--- src/rtl/uart_tx_serializer.sv ---
// uart_tx_serializer: 8N1/8N2 UART transmitter with a one-byte holding register for gapless back-to-back frames.
module uart_tx_serializer #(
  parameter int CLKS_PER_BIT = 8,
  parameter int DATA_BITS = 8,
  parameter int STOP_BITS = 1
) (
  input  logic                 clk,
  input  logic                 reset,
  input  logic [DATA_BITS-1:0] tx_data,
  input  logic                 tx_valid,
  output logic                 tx_ready,
  output logic                 tx_out,
  output logic                 busy,
  output logic                 tx_done
);
  localparam int BAUD_W = $clog2(CLKS_PER_BIT);
  localparam int BIT_W = DATA_BITS > 1 ? $clog2(DATA_BITS) : 1;
  typedef enum logic [1:0] {IDLE, START, DATA, STOP} state_t;
  state_t state_q, state_d;
  logic [BAUD_W-1:0] baud_q, baud_d;
  logic [BIT_W-1:0] bit_q, bit_d;
  logic [DATA_BITS-1:0] shift_q, shift_d, hold_q, hold_d;
  logic hold_full_q, hold_full_d, tx_out_q, tx_out_d, busy_q, busy_d, done_q, done_d;
  logic tick, last_bit, frame_end, load, accept;
  always_comb begin
    tick = baud_q == BAUD_W'(CLKS_PER_BIT - 1);
    last_bit = bit_q == BIT_W'(state_q == STOP ? STOP_BITS - 1 : DATA_BITS - 1);
    frame_end = state_q == STOP && tick && last_bit;
    load = hold_full_q && (state_q == IDLE || frame_end);
    accept = tx_valid && !hold_full_q;
    baud_d = (state_q == IDLE || tick) ? '0 : baud_q + 1'b1;
    bit_d = (state_q == IDLE || state_q == START || (tick && last_bit)) ? '0 : tick ? bit_q + 1'b1 : bit_q;
    shift_d = load ? hold_q : (state_q == DATA && tick) ? shift_q >> 1 : shift_q;
    state_d = load ? START
            : (state_q == START && tick) ? DATA
            : (state_q == DATA && tick && last_bit) ? STOP
            : frame_end ? IDLE : state_q;
    hold_d = accept ? tx_data : hold_q;
    hold_full_d = accept || (hold_full_q && !load);
    // line value follows the next state so tx_out stays a plain flop output
    tx_out_d = state_d == START ? 1'b0 : state_d == DATA ? shift_d[0] : 1'b1;
    busy_d = state_d != IDLE;
    done_d = frame_end;
  end
  always_ff @(posedge clk) begin
    if (reset) begin
      state_q <= IDLE;
      baud_q <= '0;
      bit_q <= '0;
      shift_q <= '0;
      hold_q <= '0;
      hold_full_q <= 1'b0;
      tx_out_q <= 1'b1;
      busy_q <= 1'b0;
      done_q <= 1'b0;
    end else begin
      state_q <= state_d;
      baud_q <= baud_d;
      bit_q <= bit_d;
      shift_q <= shift_d;
      hold_q <= hold_d;
      hold_full_q <= hold_full_d;
      tx_out_q <= tx_out_d;
      busy_q <= busy_d;
      done_q <= done_d;
    end
  end
  assign tx_ready = !hold_full_q;
  assign tx_out = tx_out_q;
  assign busy = busy_q;
  assign tx_done = done_q;
endmodule

--- config.mk ---
export PLATFORM = sky130hd
export DESIGN_NAME = uart_tx_serializer
export DESIGN_NICKNAME = d
export VERILOG_FILES = /design/src/rtl/uart_tx_serializer.sv
export SDC_FILE = /design/constraint.sdc
export NUM_CORES = 1
export LEC_CHECK = 0
export CAP_MARGIN = 20
export CORE_MARGIN = 5
export CORE_UTILIZATION = 45
export DETAILED_ROUTE_END_ITERATION = 12
export GPL_ROUTABILITY_DRIVEN = 0
export MAX_ROUTING_LAYER = met4
export PLACE_DENSITY_LB_ADDON = 0.12
export SYNTH_ARGS = -nofsm -noshare
export SYNTH_HDL_FRONTEND = slang
export SYNTH_SLANG_ARGS = --single-unit
--- constraint.sdc ---
create_clock -name clk -period 2.2 [get_ports clk]
set_input_delay 0.33 -clock clk [delete_from_list [all_inputs] [get_ports clk]]
set_output_delay 0.33 -clock clk [all_outputs]
set_load 0.02 [all_outputs]
==> flow_summary.ini, run 1 <==
[cells_and_area]
final_util_pct = 55.85
fin_nets = 161
diodes = 0
drive_gt1_share_pct = 13.70
syn_to_final_growth_pct = 17.41

[critical_path]
rrSetupSlack_ns = 0.45
path_buf_inv = 2
critPathMaxStageDelay_ns = 0.55
required_ns = 1.87
cp-end-kind = output port
cp_cell_sequence = inv_2, clkdlybuf4s50_1
cp_max_fo = 7
critPathKind = reg2out
cp_data_arrival_time_ns = 1.44
critPathTopFamily = buffers and inverters
crit_slowest_cell = clkdlybuf4s50_1
cp-start-kind = register

[pwr]
p_sw_share_pct = 23.63
pwr-share-clk_pct = 27.3
p_comb_share_pct = 11.6
p_int_mw = 0.6865
power_frac_seq_pct = 61.0
power.leakage_nw = 0.5892
switching_power_mw = 0.2124
power_density_nw_per_um2 = 638.1
max-vdd-ir-drop_uv = 481.1

[timing]
hold_violations = 0
setup_viol = 0
finClkSkew_ns = 0.01040
fin_crit_ns = 1.765
fin_crit_sh_pct = 80.25
relSlewSlack_pct = 62.43
grt_setup_unrepaired = no
tightestPinTransition_ns = 0.5625
fin_setup_tns_ns = 0
timing.fmax_mhz = 566.4
holdWs_ns = 0.4400
slew_violations = 0

[placed_design]
port_buffers = 14
hpwl_mm = 1.617

[synth]
netlist.area_leader.share_pct = 46.72
avgSynthCellArea_um2 = 9.230
syn-cell-area_um2 = 1200
synth_ff_type = dfxtp_1
synth.distinct_cells = 33
synth_top_area_cell = dfxtp_1
syn-num-nets = 144
yosysWarnings = 0
netlist_top_cells_count = dfxtp_1, nand2_1, nor2_1, a21oi_1, mux2i_1
syn_inst = 130
yosysMostFrequentCell = dfxtp_1
ys_ff_latch = 28
synth_area_leaders = dfxtp_1, mux2i_1, nand2_1, nor2_1, a21oi_1
synth-edff-count = 0
seq_area_frac_synth_pct = 46.72
synth-async-reset-ratio_pct = 0

[detailed_routing]
route.vias.total = 903
first_pass_iters = 4
wirelength_mm = 2.122
top_layer = met4
wl_met1_mm = 1.110
viasPerCell = 5.131
drc = 0
wl_met2_um = 927
route.met3.wl_um = 77
dr.first_iter.drc_count = 16
wl_per_cell_um = 12.06
ant_nets = 0

[status]
status = finished, final reports clean

[grt]
grt_pass1_wl_mm = 3.588
grt_overflow = 0
grt_max_degree = 16
grt_pass1_vias = 827
antenna_found_initial = 0
grt_use_total_pct = 12.82

[clock_tree]
cts_resized = 0
cts.sinks = 28
cts_buffer_depth = 2
postCtsSetupBuffers = 0
cts_buffers = 3
cts.clk_slew.worst_paths_ns = 0.15
cts-root-buf = clkbuf_4
htreeDepth = 1
cts_tree = yes
insertion_delay_ns = 0.32
cts_hold_buf = 0

[floorplan]
ios = 15
core_area_um2 = 2522
start_util_pct = 47.57
rows = 18
fp.dieH_um = 61.64
die-area_um2 = 3799
die_x_um = 61.64

[job]
cap_violations = 0

[hold_path]
hold_path.class = reg2reg
-- cell usage in the layout, fill, tap and decap left out, types with 2 or more instances in the layout --
master,synthesis,layout
a211oi_1,4,4
clkdlybuf4s50_1,0,14
clkbuf_4,0,3
dfxtp_1,28,28
buf_4,0,5
mux2i_1,9,9
a21oi_1,11,11
ha_1,3,3
nor3_2,2,2
nand3_1,4,4
and2_1,3,3
a211oi_2,2,2
nand2_1,21,21
inv_2,2,2
nor2_1,16,16
-- power by group through the flow --
| stage | Sequential (mW) | Clock (mW) | Combinational (mW) |
|---|---|---|---|
| finish | 0.549 | 0.246 | 0.104 |
| global route | 0.552 | 0.277 | 0.115 |
| CTS | 0.549 | 0.253 | 0.106 |
| detailed placement | 0.560 | 0 | 0.106 |
| global placement | 0.559 | 0 | 0.103 |
| floorplan | 0.559 | 0 | 0.0645 |
-- final timing paths --
| check | from | to | cells past startpoint |
|---|---|---|---|
| max | hold_full_q | tx_ready | 2 |
| max reg2reg | baud_q[0] | bit_q[1] | 6 |
| min reg2reg | baud_q[0] | baud_q[0] | 1 |
| min | baud_q[0] | baud_q[0] | 1 |
-- final cells by class --
class | instances | area, µm²
clock buffers | 4 | 36.28
fillers | 249 | 1114
inverters | 3 | 11.26
multi-input cells | 92 | 585.6
flip-flops and latches | 28 | 560.5
well taps | 30 | 37.54
repair buffers | 19 | 177.7
-- flip-flops by register name, summed over array words and instances, names as in the netlist --
name / flops
tx_done: 1
tx_out: 1
baud_q: 3
hold_full_q: 1
bit_q: 3
busy: 1
state_q: 2
hold_q: 8
shift_q: 8
-- routing by layer --
metal,vias to the layer above,global-route usage (%)
met4,0,2.727
met3,2,3.354
met5,-,-
met1,413,17.56
li1,477,-
met2,11,18.98
-- per-stage QoR --
stage	power [mW]	std cells	setup slack [ns]	area, µm²
finish	0.8990	176	0.4345	1409
detailed placement	0.6655	172	0.4743	1373
floorplan	0.6233	130	0.4908	1200
global route	0.9450	176	0.3376	1409
global placement	0.6627	172	0.5332	1373
CTS	0.9080	176	0.4224	1409
-- kinds of logic after synthesis --
family	synth area share, %
xor gates and xnor gates	1.460
buffers and inverters	4.483
adders and majority gates	3.129
AOI/OAI and AO/OA	12.83
DFF	46.72
muxes	8.759
and+or+nand+nor	22.63
Note: power is estimated with default switching activity, not from simulation.
==> run 2, diff against run 1 <==
==> constraint.sdc (replaced) <==
create_clock -name clk -period 1.8 [get_ports clk]
set_input_delay 0.27 -clock clk [delete_from_list [all_inputs] [get_ports clk]]
set_output_delay 0.27 -clock clk [all_outputs]
set_load 0.02 [all_outputs]
==> run 2 against run 1 <==
Against the previous run:
- sequential power grew 22%
- final area grew 3.0%
- setup slack lost 0.38 ns
- sequential share of layout area shrank 0.99 points
- clock skew shrank 0.0031 ns
- routed wire length grew 8.0%
- via count grew 2.2%
- register-to-register slack lost 0.40 ns
- global-route usage grew 2.0 points
- final cell count grew 1.1%
- count of clock-buffer cells in the layout is the same
- die area is the same
- critical path type is now reg2reg
- critical endpoint is now bit_q[2]
- largest power group unchanged
- highest routed layer unchanged
==> flow_summary.ini, run 2 (same netlist as run 1, synthesis figures left out) <==
[detailed_routing]
wl_per_cell_um = 12.87
viasPerCell = 5.185
route.vias.total = 923
ant_nets = 0
wirelength_mm = 2.291
first_pass_iters = 4
drc = 0
dr.first_iter.drc_count = 24

[critical_path]
critPathKind = reg2reg
endpoint = bit_q[2]
cp_max_fo = 10
cp-start-kind = register
cp-end-kind = register
required_ns = 2.08
rr_endpoint = bit_q[2]
cp_data_arrival_time_ns = 2.03
rrSetupSlack_ns = 0.05
r2r_start = baud_q[0]
startpoint = baud_q[0]
r2r_cells = 6

[clock_tree]
cts_buffers = 3
htreeDepth = 1
cts_hold_buf = 0
cts.clk_slew.worst_paths_ns = 0.15
cts_buffer_depth = 2
cts_resized = 0
cts.sinks = 28
cts_tree = yes
cts-root-buf = clkbuf_4
insertion_delay_ns = 0.32
postCtsSetupBuffers = 0

[cells_and_area]
largest_registers = hold_q x8, shift_q x8
drive_gt1_share_pct = 19.59
final_common_cell = dfxtp_1
diodes = 0
syn_to_final_growth_pct = 20.96
mostFrequentLayoutCells = dfxtp_1, nand2_1, clkdlybuf4s50_1
final_util_pct = 57.54
fin_nets = 163
layout.cells.non_filler = 178
n_fill_cell = 239
stdcell_area_um2 = 1451

[pwr]
max-vdd-ir-drop_uv = 460.5
p_comb_share_pct = 12.4
p_int_mw = 0.8462
power.leakage_nw = 0.5956
power_density_nw_per_um2 = 765.9
pwr-share-clk_pct = 27.2
power.total_mw = 1.112
power_frac_seq_pct = 60.4
switching_power_mw = 0.2654
p_sw_share_pct = 23.87

[timing]
finClkSkew_ns = 0.007274
fin_crit_ns = 1.750
tightestPinTransition_ns = 0.2998
timing.fmax_mhz = 571.4
fin_crit_sh_pct = 97.23
relSlewSlack_pct = 79.91
hold_violations = 0
holdWs_ns = 0.4247
grt_setup_unrepaired = no
slew_violations = 0
fin_setup_tns_ns = 0
setup_viol = 0
fin_ws_ns = 0.04988

[floorplan]
fp.dieH_um = 61.64
start_util_pct = 47.57
die-area_um2 = 3799
die_x_um = 61.64
core_area_um2 = 2522
ios = 15
rows = 18

[status]
status = finished, final reports clean

[placed_design]
dp.cells = 174
dpl_worst_slack_ns = 0.04414
post_dp_cell_area_um2 = 1388
port_buffers = 14
hpwl_mm = 1.694

[grt]
grt_use_total_pct = 14.77
antenna_found_initial = 0
grt_pass1_vias = 938
grt_overflow = 0
grt_max_degree = 16
grt_pass1_wl_mm = 4.071

[job]
cap_violations = 0

[hold_path]
hold_path.class = reg2reg
## run 2: changes by cell type in the layout (fill, tap and decap cells not counted), sizes merged
cell  previous run  this run
buf              5         7
## run 2: final cells by class
class / instances / area [µm²] / share of cell area (%)
inverters: 3 / 11.26 / 0.7759
well taps: 30 / 37.54 / 2.586
flip-flops and latches: 28 / 563.0 / 38.79
clock buffers: 4 / 36.28 / 2.500
repair buffers: 21 / 200.2 / 13.79
multi-input cells: 92 / 603.1 / 41.55
## run 2: worst min path at each step
stage / from / cells after the start / slack [ns] / to
global placement: baud_q[0] / 1 / 0.42 / baud_q[0]
finish: baud_q[0] / 1 / 0.42 / baud_q[0]
CTS: baud_q[0] / 1 / 0.45 / baud_q[0]
floorplan: tx_data[0] / 2 / 0.41 / hold_q[0]
detailed placement: baud_q[0] / 1 / 0.43 / baud_q[0]
global route: baud_q[0] / 1 / 0.44 / baud_q[0]
## run 2: power by group through the flow
stage / sequential, mW / clock (mW) / combinational, mW
after floorplan: 0.683 / 0 / 0.0788
after global placement: 0.684 / 0 / 0.133
after detailed placement: 0.684 / 0 / 0.137
after CTS: 0.671 / 0.315 / 0.138
after global routing: 0.676 / 0.336 / 0.153
final: 0.671 / 0.303 / 0.138
## run 2: routing by layer
metal	GRT usage [%]	vias up	routed length (µm)
met5	-	-	0
met4	4.545	0	35
met3	3.145	4	62
met2	22.57	13	1051
met1	19.49	429	1141
li1	-	477	-
## run 2: worst max-delay path, cell delays in order (launching register included)
cell and delay (ns):
dfxtp_2 0.35, ha_2 0.17, ha_2 0.18, buf_6 0.14
and3_4 0.17, or4b_4 0.58, nor2_4 0.11
==> run 3, diff against run 2 <==
--- a/config.mk
+++ b/config.mk
@@ -12,6 +12,7 @@
 export GPL_ROUTABILITY_DRIVEN = 0
 export MAX_ROUTING_LAYER = met4
 export PLACE_DENSITY_LB_ADDON = 0.12
+export SLEW_MARGIN = 5
 export SYNTH_ARGS = -nofsm -noshare
 export SYNTH_HDL_FRONTEND = slang
 export SYNTH_SLANG_ARGS = --single-unit
==> results of run 3 <==
No change in the layout: final DEF, timing and power equal those of run 2.
